===== config.mk =====
export PLATFORM = sky130hd
export DESIGN_NAME = digit_scan_mux
export DESIGN_NICKNAME = d
export VERILOG_FILES = /design/src/rtl/display_pkg.sv /design/src/rtl/scan_prescaler.sv /design/src/rtl/digit_scan_mux.sv
export SDC_FILE = /design/constraint.sdc
export NUM_CORES = 1
export LEC_CHECK = 0
export BUFFER_PORTS_ARGS = -buffer_cell sky130_fd_sc_hd__clkbuf_2
export CAP_MARGIN = 10
export CORE_MARGIN = 2
export CORE_UTILIZATION = 64
export CTS_BUF_LIST = sky130_fd_sc_hd__clkbuf_8
export DETAILED_ROUTE_END_ITERATION = 16
export HOLD_SLACK_MARGIN = 0.1
export PLACE_DENSITY = 0.85
export SYNTH_ARGS = -nofsm -noshare
export SYNTH_HDL_FRONTEND = slang
export SYNTH_SLANG_ARGS = --single-unit
export TNS_END_PERCENT = 50

===== constraint.sdc =====
create_clock -name clk -period 8.65 [get_ports clk]
set_input_delay 1.73 -clock clk [delete_from_list [all_inputs] [get_ports clk]]
set_output_delay 1.73 -clock clk [all_outputs]
set_load 0.03 [all_outputs]

===== src/rtl/display_pkg.sv =====
`default_nettype none
// +--------------------------------------------------------------------+
// | display_pkg : shared constants and helpers for display scan logic  |
// | Revision    : 1.0                                                  |
// +--------------------------------------------------------------------+
package display_pkg;

  // All segments off for a common-anode 8-segment digit.
  localparam logic [7:0] SEG_OFF = 8'hFF;

  // 100 MHz board clock: 1 ms per digit, blink half-period of 64 frames.
  localparam int DEFAULT_DIVIDE       = 100000;
  localparam int DEFAULT_BLINK_FRAMES = 64;

  function automatic int idx_width(input int n);
    return (n <= 2) ? 1 : $clog2(n);
  endfunction

endpackage
`default_nettype wire


===== src/rtl/scan_prescaler.sv =====
`default_nettype none
// +--------------------------------------------------------------------+
// | scan_prescaler : free-running divider, tick on the last count      |
// | Revision       : 1.0                                               |
// +--------------------------------------------------------------------+
module scan_prescaler
  import display_pkg::*;
#(
  parameter int DIVIDE = DEFAULT_DIVIDE
) (
  input  logic clk,
  input  logic reset_n,
  output logic tick
);

  localparam int            CW   = idx_width(DIVIDE);
  localparam logic [CW-1:0] LAST = CW'(DIVIDE - 1);

  logic [CW-1:0] count_q;
  logic [CW-1:0] count_d;

  always_comb begin
    count_d = count_q + CW'(1);
    if (count_q == LAST) begin
      count_d = '0;
    end
  end

  always_ff @(posedge clk or negedge reset_n) begin
    if (!reset_n) begin
      count_q <= '0;
    end else begin
      count_q <= count_d;
    end
  end

  assign tick = (count_q == LAST);

endmodule
`default_nettype wire


===== src/rtl/digit_scan_mux.sv =====
`default_nettype none
// +--------------------------------------------------------------------+
// | digit_scan_mux : frame-snapshotted multiplexed digit driver with   |
// |                  per-channel blanking and blinking                 |
// | Revision       : 1.0                                               |
// +--------------------------------------------------------------------+
module digit_scan_mux
  import display_pkg::*;
#(
  parameter int               WIDTH        = 8,
  parameter int               CHANNELS     = 4,
  parameter int               DIVIDE       = DEFAULT_DIVIDE,
  parameter int               BLINK_FRAMES = DEFAULT_BLINK_FRAMES,
  parameter logic [WIDTH-1:0] BLANK        = {WIDTH{1'b1}}
) (
  input  logic                             clk,
  input  logic                             reset_n,
  input  logic [CHANNELS*WIDTH-1:0]        data_in,
  input  logic [CHANNELS-1:0]              en_mask,
  input  logic [CHANNELS-1:0]              blink_mask,
  output logic [WIDTH-1:0]                 y,
  output logic [CHANNELS-1:0]              sel_n,
  output logic [idx_width(CHANNELS)-1:0]   idx,
  output logic                             frame_start
);

  localparam int            IW       = idx_width(CHANNELS);
  localparam logic [IW-1:0] LAST_IDX = IW'(CHANNELS - 1);
  localparam int            FW       = idx_width(BLINK_FRAMES + 1);
  localparam logic [FW-1:0] FRAMES_N = FW'(BLINK_FRAMES);

  logic                      tick;
  logic                      wrap;

  logic [IW-1:0]             idx_q, idx_d;
  logic [CHANNELS*WIDTH-1:0] snap_data_q, snap_data_d;
  logic [CHANNELS-1:0]       snap_en_q, snap_en_d;
  logic [CHANNELS-1:0]       snap_blink_q, snap_blink_d;
  logic [FW-1:0]             frame_cnt_q, frame_cnt_d;
  logic                      phase_q, phase_d;

  logic                      visible_d;
  logic [WIDTH-1:0]          y_q, y_d;
  logic [CHANNELS-1:0]       sel_n_q, sel_n_d;
  logic                      fs_q, fs_d;

  scan_prescaler #(
    .DIVIDE (DIVIDE)
  ) u_prescaler (
    .clk     (clk),
    .reset_n (reset_n),
    .tick    (tick)
  );

  assign wrap = tick && (idx_q == LAST_IDX);

  always_comb begin
    idx_d        = idx_q;
    snap_data_d  = snap_data_q;
    snap_en_d    = snap_en_q;
    snap_blink_d = snap_blink_q;
    frame_cnt_d  = frame_cnt_q;
    phase_d      = phase_q;

    if (tick) begin
      idx_d = wrap ? '0 : idx_q + IW'(1);
    end

    // frame_cnt_q counts frames already shown in the current blink
    // half-period; a full half-period flips the phase for the new frame.
    if (wrap) begin
      snap_data_d  = data_in;
      snap_en_d    = en_mask;
      snap_blink_d = blink_mask;
      if (frame_cnt_q == FRAMES_N) begin
        frame_cnt_d = FW'(1);
        phase_d     = ~phase_q;
      end else begin
        frame_cnt_d = frame_cnt_q + FW'(1);
      end
    end

    visible_d = snap_en_d[idx_d] && !(snap_blink_d[idx_d] && phase_d);
    y_d       = visible_d ? snap_data_d[idx_d*WIDTH +: WIDTH] : BLANK;
    fs_d      = wrap;
  end

  for (genvar i = 0; i < CHANNELS; i++) begin : g_sel
    assign sel_n_d[i] = !(visible_d && (idx_d == IW'(i)));
  end

  always_ff @(posedge clk or negedge reset_n) begin
    if (!reset_n) begin
      idx_q        <= LAST_IDX;
      snap_data_q  <= '0;
      snap_en_q    <= '0;
      snap_blink_q <= '0;
      frame_cnt_q  <= '0;
      phase_q      <= 1'b0;
      y_q          <= BLANK;
      sel_n_q      <= '1;
      fs_q         <= 1'b0;
    end else begin
      idx_q        <= idx_d;
      snap_data_q  <= snap_data_d;
      snap_en_q    <= snap_en_d;
      snap_blink_q <= snap_blink_d;
      frame_cnt_q  <= frame_cnt_d;
      phase_q      <= phase_d;
      y_q          <= y_d;
      sel_n_q      <= sel_n_d;
      fs_q         <= fs_d;
    end
  end

  assign y           = y_q;
  assign sel_n       = sel_n_q;
  assign idx         = idx_q;
  assign frame_start = fs_q;

endmodule
`default_nettype wire


==> results of run 1 <==
## area by class of cell
type	count	share of cell area
Sequential cell	80	0.446
Multi-Input combinational cell	325	0.417
Timing Repair Buffer	59	0.0674
Clock buffer	10	0.0304
Tap cell	75	0.0207
Clock inverter	6	0.0133
Inverter	7	0.00580
## power groups by stage
stage          clock network [mW]  registers (mW)  logic [mW]
6_report                    0.276           0.374      0.0194
5_1_grt                     0.297           0.374      0.0221
4_1_cts                     0.279           0.374      0.0198
3_5_place_dp                    0           0.381      0.0196
3_3_place_gp                    0           0.381      0.0195
2_1_floorplan                   0           0.381     0.00152
## worst max-delay path by stage
stage	from	to	slack, ps	cells after the start
floorplan	en_mask[3]	sel_n[0]	5870	6
global placement	u_prescaler.count_q[5]	y[0]	5060	7
detailed placement	u_prescaler.count_q[5]	y[7]	4930	7
CTS	u_prescaler.count_q[5]	y[7]	4890	7
global route	u_prescaler.count_q[5]	y[7]	4650	7
finish	u_prescaler.count_q[5]	y[7]	4850	7
## cell usage after synthesis (5+ instances only)
master    count  area [sq um]
nand2_1     140           526
mux2i_1      26           260
o22ai_1      28           175
and2_1       12          75.1
nand4_1       5          31.3
inv_1         5          18.8
clkbuf_1     10          37.5
dfstp_2      14           368
a21oi_1       5          25.0
xor2_1        6          52.6
o21ai_1       8          40.0
dfrtp_1      66          1650
o21ai_0       7          35.0
nor2_1       15          56.3
nand3_1      16          80.1
xnor2_1      10          87.6
buf_2         7          35.0
a211oi_1      7          52.6
## state kept, by name (all words and copies together), names as in the netlist
register             cells
frame_start              1
frame_cnt_q              7
snap_blink_q             4
u_prescaler.count_q     17
sel_n                    4
y                        8
idx                      2
phase_q                  1
snap_data_q             32
snap_en_q                4
## tightest hold or removal path, cell delays in order, from the launching register on
cell and delay (ps):
dfrtp_1 360, nand2_1 60, nand2_1 50
## cell families (layout without fill, tap and decap cells)
logic type / Yosys count / in the layout / synth area share
xor gates and xnor gates: 16 / 16 / 0.0347
adders and majority gates: 4 / 4 / 0.0124
AOI/OAI and AO/OA: 67 / 67 / 0.106
DFF: 80 / 80 / 0.501
muxes: 29 / 29 / 0.0766
and+or+nand+nor: 209 / 209 / 0.238
buffers and inverters: 30 / 82 / 0.0313
## through the flow
stage | worst slack (ps) | cell area, sq um | hold WS (ps)
after detailed placement | 4930 | 4330 | 465
after floorplan | 5870 | 4030 | 430
after global routing | 4650 | 4530 | 509
after global placement | 5060 | 4330 | 453
final | 4850 | 4530 | 496
after CTS | 4890 | 4530 | 493
## routing by layer
layer	up-vias	share of wire
met5	-	0
met4	0	0.026
met3	24	0.060
met2	130	0.48
met1	1620	0.44
li1	1598	-
==> summary.txt, run 1 <==
Buf+Inv Stages, Crit Path: 0
Clk buf depth: 2
Max incr delay on CP: 970 ps
Core Area: 5990 sq um
Syn Inst Count: 435
Fin cells: 562
Worst setup EP type: register
Remaining DRCs: 0
Ys async rst share: 1.00
Final wirelength: 9140 microns
Global-route wire length before repair: 15500 microns
Initial DRT Pass Iterations: 5
Worst clock skew: 9.62 ps
Post-route minimum period: 3800 ps
Gr usage total: 0.279
WP data required: 8890 ps
Internal power: 521 uW
Commonest cells after routing, fill and taps aside: nand2_1 (140), dfrtp_1 (66), clkbuf_2 (55)
Top Usage Layer GRT: met2
Fillers: 412
FP Rows: 28
Vias in the first global route: 3292
CP max stage cell: mux2i_1
Worst reg2reg endpoint: y[7]
Worst slew pin tran: 1130 ps
Number of H-tree levels: 3
Antenna Nets Post-Route: 0
WS Path Type: reg -> reg
Commonest non-fill, non-tap cell in the layout: nand2_1
Area growth, synth to finish: 12.3%
I/O pin total: 57
Worst-path cell chain: or4b_4 > nor4_4 > mux2i_1 > nor2_1 > a32o_1 > a221oi_2 > o21ai_0
Hold buffers post-CTS: 0
Multi-input gate area: 1890 sq um
Switch share: 0.221
TritonCTS clock tree: built
Main synth FF type: dfrtp_1
Register area share after synthesis: 0.501
Starting density of the core: 0.673
Max VDD drop: 0.118 mV
Clk root buf: clkbuf_8
Vert. Die Dim: 83.4 microns
Power, Total: 669 uW
Pleak: 2.07 nW
1st-iter DRT viols: 306
Hold Path Sink: snap_en_q[0]
Yosys warnings: 0
Post-DP HPWL: 6100 microns
Clock power share: 0.412
Syn avg cell area: 9.27 sq um
Reg-to-reg startpoint: u_prescaler.count_q[5]
Die ar.: 6950 sq um
Sink Count: 80
Placed Cells: 546
Num CTS Buffers: 9
Clk slew on worst S/H paths: 80 ps
Initial antenna violation count: 0
Diodes inserted: 0
MaxCap Viol Count: 0
Worst-path fanout max: 14
Postcts setup bufs: 0
Highest Clock Rate: 263 MHz
Combinational share of power: 0.029
Post_cts resized: 0
Met1 usage in global routing: 0.375
Worst Path Arrival: 4040 ps
WL/cell: 16.3 microns
Fin. max-slew vios: 0
Synthesized Nets: 481
Largest net degree at the start of global routing: 81
CP Launch Type: register
Synth Register Bits: 80
Synth unique cells: 43
NetSw: 148 uW
Number of enable flip-flop cells after synthesis: 0
Worst slew margin: 0.224
Register area: 2020 sq um
Hold path cells: 2
Hold crit path type: reg -> reg
Hold_sp: snap_en_q[0]
DR vias: 3372
Share of layout cells above drive strength 1: 0.201
Sequential share of power: 0.559
Met2 Usage GRT: 0.438
Final design utilization: 0.756
Setup TNS: 0 ps
Kind of cell adding the most delay to the critical path: compound AO/OA/AOI/OAI gates
Final net count: 528
Gr ovfl total: 0
DR vias/cell: 6.00
Status: finished, final reports clean
Die width: 83.4 microns
Reg2Reg Setup Slack: 4850 ps
R2R cell count: 7
GP Congestion: 0.853
Met3 GRT Util: 0.0586
Period Utilization, post-route: 0.439
Mapped Area: 4030 sq um
Power Density: 148 nW/um^2
Port buffer count: 56
Final Hold Viols: 0
Clk_lat worst skew: 360 ps
Final setup violating endpoints: 0
RSZ-0062 raised after global routing: no
Power figures use the tool's default switching activity.
==> run 2, diff against run 1 <==
Settings changed: ABC_AREA set to 1, CORE_UTILIZATION 64 to 59, PLACE_DENSITY 0.85 to 0.79.
Clock period 8.65 ns to 3.8 ns, I/O delays scaled along.
==> summary.txt, run 2 <==
Mux cell area share after synthesis: 0 (-0.0766)
Fin. max-slew vios: 0 (unchanged)
CP Launch Type: register
Post-route minimum period: 2710 ps (-1090 ps)
Die width: 83.7 microns (+0.41%)
I/O pin total: 57 (unchanged)
Number of enable flip-flop cells after synthesis: 0 (unchanged)
Cell taking the most area after synthesis: dfrtp_1
Vert. Die Dim: 83.7 microns (+0.41%)
Diodes inserted: 0 (unchanged)
Mapped Area: 3750 sq um (-7.0%)
Sequential share of power: 0.559 (about the same)
Syn Inst Count: 464 (+6.7%)
Clk root buf: clkbuf_8
NetSw: 348 uW (+140%)
Simple-Gate Fraction of Synth Area: 0.331 (+0.0930)
Postcts setup bufs: 0 (unchanged)
Register area share after synthesis: 0.538 (+0.0377)
Yosys top cell area share: 0.440 (+0.0309)
Worst reg2reg endpoint: sel_n[2]
DR vias/cell: 5.05 (-16%)
Main synth FF type: dfrtp_1
Num CTS Buffers: 9 (unchanged)
Initial antenna violation count: 0 (unchanged)
Power Density: 356 nW/um^2 (+140%)
Worst Path Arrival: 2970 ps (-1070 ps)
Final wirelength: 7750 microns (-15%)
Clk_lat worst skew: 360 ps (about the same)
Gr ovfl total: 0 (unchanged)
WL/cell: 12.8 microns (-21%)
Critical path launch point: u_prescaler.count_q[0]
Vias in the first global route: 2936 (-11%)
Fin area: 4280 sq um (-5.4%)
Worst setup EP type: register
Commonest cells after routing, fill and taps aside: nand2_1 (203), dfrtp_1 (66), clkbuf_2 (55)
Port buffer count: 56 (unchanged)
Worst slew margin: 0.368 (+0.144)
Reg2Reg Setup Slack: 1090 ps (-3760 ps)
Number of H-tree levels: 3 (unchanged)
1st-iter DRT viols: 141 (-54%)
Commonest non-fill, non-tap cell in the layout: nand2_1
Period Utilization, post-route: 0.713 (+0.274)
Final net count: 569 (+7.8%)
Yosys warnings: 0 (unchanged)
MaxCap Viol Count: 0 (unchanged)
Hold crit path type: reg -> reg
Setup crit end: sel_n[2]
Fillers: 503 (+22%)
Antenna Nets Post-Route: 0 (unchanged)
Top cells by count, synth: nand2_1 (203), dfrtp_1 (66), inv_1 (47), nor2_1 (32), nand3_1 (24)
Worst clock skew: 7.58 ps (-2.04 ps)
Clk slew on worst S/H paths: 90 ps (about the same)
Internal power: 1.17 mW (+130%)
WP data required: 4060 ps (-4830 ps)
Post_cts resized: 0 (unchanged)
Final Hold Viols: 0 (unchanged)
Synth unique cells: 30 (-30%)
GP Congestion: 0.805 (-5.7%)
Clk buf depth: 2 (unchanged)
Area growth, synth to finish: 14.2%
FP Rows: 29 (+3.6%)
Share of layout cells above drive strength 1: 0.206 (+0.00521)
Top reg by flops: snap_data_q
Fin cells: 605 (+7.7%)
Hold buffers post-CTS: 0 (unchanged)
Pleak: 2.28 nW (+9.8%)
Gr usage total: 0.239 (-0.0396)
Reg-to-reg startpoint: u_prescaler.count_q[0]
Power, Total: 1.52 mW (+130%)
Synth area leaders: dfrtp_1 (44%), nand2_1 (20%), dfstp_2 (9.8%)
Count leader, synth: nand2_1
Synthesized Nets: 510 (+6.0%)
Largest net degree at the start of global routing: 81 (unchanged)
Remaining DRCs: 0 (unchanged)
Final setup violating endpoints: 0 (unchanged)
Core Area: 6240 sq um (+4.2%)
R2R cell count: 9 (+2)
DR vias: 3053 (-9.5%)
Placed Cells: 589 (+7.9%)
Global-route wire length before repair: 13200 microns (-15%)
Max FFs per register: 32 (unchanged)
Hold_ws: 459 ps (-36.6 ps)
Post-Synth XOR/XNOR Area: 0.0160 (-0.0187)
Syn avg cell area: 8.08 sq um (-13%)
Synth Register Bits: 80 (unchanged)
Starting density of the core: 0.601 (-0.0723)
Largest family of logic cells by synthesized area: simple AND/OR/NAND/NOR gates
Combinational share of power: 0.024 (-0.005)
Worst slew pin tran: 948 ps (-184 ps)
Status: finished, final reports clean
RSZ-0062 raised after global routing: no
Post-DP HPWL: 5350 microns (-12%)
Ys async rst share: 1.00 (unchanged)
Sink Count: 80 (unchanged)
Cell Area, Placed: 4080 sq um (-5.8%)
Highest Clock Rate: 369 MHz (+40%)
WS Path Type: reg -> reg
Worst-path fanout max: 44 (+30)
Max VDD drop: 0.255 mV (+120%)
Die ar.: 7010 sq um (+0.83%)
Switch share: 0.229 (+0.00778)
Setup TNS: 0 ps (unchanged)
Clock power share: 0.417 (+0.005)
Initial DRT Pass Iterations: 6 (+1)
Post-Synth Adder-Cell Area: 0.0133 (+0.000935)
TritonCTS clock tree: built
Synth Area in Compound Gates: 0.0337 (-0.0724)
-- run 2: cell type report --
cell class,instances,area (sq um),area share
Sequential cell,80,2020,0.471
Multi-Input combinational cell,323,1480,0.345
Timing Repair Buffer,57,290,0.0678
Inverter,52,195,0.0456
Clock buffer,9,124,0.0289
Tap cell,77,96.3,0.0225
Clock inverter,7,80.1,0.0187
-- run 2: how the worst min path moves through the flow --
stage	depth (start not counted)	from	slack, ps	endpoint
after floorplan	1	u_prescaler.count_q[0]	430	u_prescaler.count_q[0]
after global placement	1	u_prescaler.count_q[0]	440	u_prescaler.count_q[0]
after detailed placement	1	u_prescaler.count_q[0]	450	u_prescaler.count_q[0]
after CTS	1	u_prescaler.count_q[0]	460	u_prescaler.count_q[0]
after global routing	2	snap_blink_q[2]	490	snap_blink_q[2]
final	1	u_prescaler.count_q[0]	460	u_prescaler.count_q[0]
-- run 2: logic make-up (layout without fill, tap and decap cells) --
logic type	Yosys count	in the layout
flops	80	80
buf+inv	61	125
simple gates	290	290
xor+xnor	6	6
fa+ha+maj	4	4
compound gates	23	23
-- run 2: critical path, cell delays in order (launching register included) --
cell,delay [ps]
dfrtp_1,370
ha_1,190
nand3_1,190
nor2_4,230
nand3_4,390
inv_2,380
nand2_1,160
xnor2_2,180
nand2_1,320
nand3_1,190
-- run 2: layer usage --
layer,global-route usage,vias to the layer above,wire [microns]
met4,0.117,0,131
met2,0.362,78,3710
li1,-,1552,-
met5,0,-,0
met1,0.332,1411,3480
met3,0.0475,12,433
-- run 2: stage by stage --
| step | utilization | worst slack (ps) |
|---|---|---|
| after floorplan | - | 1890 |
| after CTS | 0.686 | 1110 |
| after global routing | 0.686 | 809 |
| after global placement | 0.654 | 1230 |
| final | 0.686 | 1090 |
| after detailed placement | 0.654 | 1120 |
-- run 2: power groups by stage --
stage	logic, mW	registers (mW)	clock network, mW
6_report	0.0367	0.851	0.635
4_1_cts	0.0384	0.851	0.639
5_1_grt	0.0426	0.851	0.676
3_5_place_dp	0.0382	0.868	0
2_1_floorplan	0.000396	0.868	0
3_3_place_gp	0.0380	0.868	0
==> run 3, diff against run 2 <==
Settings changed: ABC_AREA 1 to 0.
Clock period 3.8 ns to 2.8 ns, I/O delays scaled along.
==> summary.txt, run 3 (same netlist as run 1, synthesis figures left out) <==
Status: finished, final reports clean
Buf+Inv Stages, Crit Path: 1 (unchanged)
Number of H-tree levels: 3 (unchanged)
Clk root buf: clkbuf_8
Core Area: 6720 sq um (+7.7%)
Area growth, synth to finish: 16.5%
Clk slew on worst S/H paths: 80 ps (about the same)
MaxCap Viol Count: 0 (unchanged)
Starting density of the core: 0.600 (-0.000670)
Sequential share of power: 0.515 (-0.044)
Initial DRT Pass Iterations: 5 (-1)
FP Rows: 30 (+3.4%)
Internal power: 1.77 mW (+51%)
Port buffer count: 56 (unchanged)
Kind of cell adding the most delay to the critical path: simple AND/OR/NAND/NOR gates
Die ar.: 7510 sq um (+7.2%)
Largest net degree at the start of global routing: 81 (unchanged)
Max VDD drop: 0.324 mV (+27%)
DR vias/cell: 5.79 (+15%)
DR vias: 3361 (+10%)
Antenna Nets Post-Route: 0 (unchanged)
Max FFs per register: 32 (unchanged)
Commonest non-fill, non-tap cell in the layout: nand2_1
I/O pin total: 57 (unchanged)
Combinational share of power: 0.027 (+0.003)
Remaining DRCs: 0 (unchanged)
Hold crit path type: in -> async
Clk buf depth: 2 (unchanged)
1st-iter DRT viols: 189 (+34%)
Power, Total: 2.25 mW (+47%)
Vert. Die Dim: 86.7 microns (+3.5%)
Sink Count: 80 (unchanged)
Final wirelength: 9120 microns (+18%)
NetSw: 471 uW (+35%)
Pleak: 2.16 nW (-5.2%)
Final net count: 541 (-4.9%)
Max incr delay on CP: 600 ps (+210 ps)
Gr usage total: 0.260 (+0.0209)
Highest Clock Rate: 376 MHz (+1.9%)
CP max stage cell: or4b_4
CP Launch Type: register
Die width: 86.7 microns (+3.5%)
Commonest cells after routing, fill and taps aside: nand2_1 (139), dfrtp_1 (66), clkbuf_2 (55)
Hold buffers post-CTS: 0 (unchanged)
WS Path Type: reg -> reg
Final Hold Viols: 0 (unchanged)
Worst-path fanout max: 12 (-73%)
Top reg by flops: snap_data_q
WP data required: 3070 ps (-990 ps)
GP Congestion: 0.845 (+5.0%)
Setup TNS: 0 ps (unchanged)
Worst slew margin: 0.340 (-0.0276)
Diodes inserted: 0 (unchanged)
Initial antenna violation count: 0 (unchanged)
WL/cell: 15.7 microns (+23%)
Post-route minimum period: 2660 ps (-49.7 ps)
Share of layout cells above drive strength 1: 0.230 (+0.0236)
Power Density: 478 nW/um^2 (+34%)
Worst setup EP type: register
Gr ovfl total: 0 (unchanged)
Clk_lat worst skew: 360 ps (about the same)
Vias in the first global route: 3198 (+8.9%)
Worst-path cell chain: or4b_4 > nor4_4 > mux2i_1 > and2_1 > o21a_1 > a221oi_2 > buf_4 > o21ai_0
Num CTS Buffers: 9 (unchanged)
TritonCTS clock tree: built
Fin. max-slew vios: 0 (unchanged)
Final setup violating endpoints: 0 (unchanged)
Hold_ws: 346 ps (-114 ps)
Worst Path Arrival: 2930 ps (-40 ps)
Clock power share: 0.459 (+0.042)
Post-DP HPWL: 6060 microns (+13%)
Worst clock skew: 10.1 ps (+2.49 ps)
Global-route wire length before repair: 15200 microns (+15%)
Switch share: 0.210 (-0.0189)
Period Utilization, post-route: 0.950 (+0.237)
Worst slew pin tran: 990 ps (+41.4 ps)
## run 3: cell count changes in the layout (fill, tap and decap cells not counted), moves of 10 or more
cell and change:
nand2_1 -64, mux2i_1 +26, inv_1 -41, o22ai_1 +28, nor2_1 -17, buf_4 +12, and2_1 +10
## run 3: path summary, 6_finish.rpt
kind                                         startpoint                endpoint  slack, ps  cells after the start
worst max-delay path            u_prescaler.count_q[11]                    y[7]        140                      8
worst min-delay path                            reset_n  u_prescaler.count_q[3]        350                      1
worst max register to register  u_prescaler.count_q[11]                    y[7]        140                      8
worst min register to register          snap_data_q[31]         snap_data_q[31]        480                      2
max in group asynchronous                       reset_n            snap_en_q[3]       1790                      1
min in group clk                            data_in[30]         snap_data_q[30]        390                      3
## run 3: layer usage
metal / vias up / GRT usage / share of wire
met1: 1625 / 0.366 / 0.46
li1: 1623 / - / -
met3: 19 / 0.0390 / 0.044
met4: 0 / 0.119 / 0.022
met5: - / 0 / 0
met2: 94 / 0.399 / 0.48
## run 3: per-stage QoR
step / cell area [sq um] / std cells / worst slack [ps] / util
floorplan: 4030 / 435 / 95.9 / -
CTS: 4650 / 576 / 20.0 / 0.692
detailed placement: 4410 / 560 / 28.6 / 0.656
global placement: 4410 / 560 / 118 / 0.656
finish: 4700 / 580 / 140 / 0.699
global route: 4700 / 580 / -13.4 / 0.699
## run 3: area by class of cell
| cell class | instances | area, sq um |
|---|---|---|
| Clock buffer | 9 | 124 |
| Clock inverter | 7 | 120 |
| Fill cell | 539 | 2020 |
| Inverter | 7 | 26.3 |
| Multi-Input combinational cell | 325 | 1900 |
| Sequential cell | 80 | 2020 |
| Tap cell | 80 | 100 |
| Timing Repair Buffer | 72 | 408 |
## run 3: what timing repair did
action,4_1_cts,5_1_grt
endpoints found under the setup margin,0,15
hold endpoints to repair,0,0
gates resized for setup,0,6
buffers inserted,0,3
## run 3: power groups by stage
stage / Sequential, mW / Combinational (mW) / Clock (mW)
2_1_floorplan: 1.18 / 0.00468 / 0
3_3_place_gp: 1.18 / 0.0605 / 0
3_5_place_dp: 1.18 / 0.0616 / 0
4_1_cts: 1.16 / 0.0621 / 1.05
5_1_grt: 1.16 / 0.0684 / 1.10
6_report: 1.16 / 0.0599 / 1.03
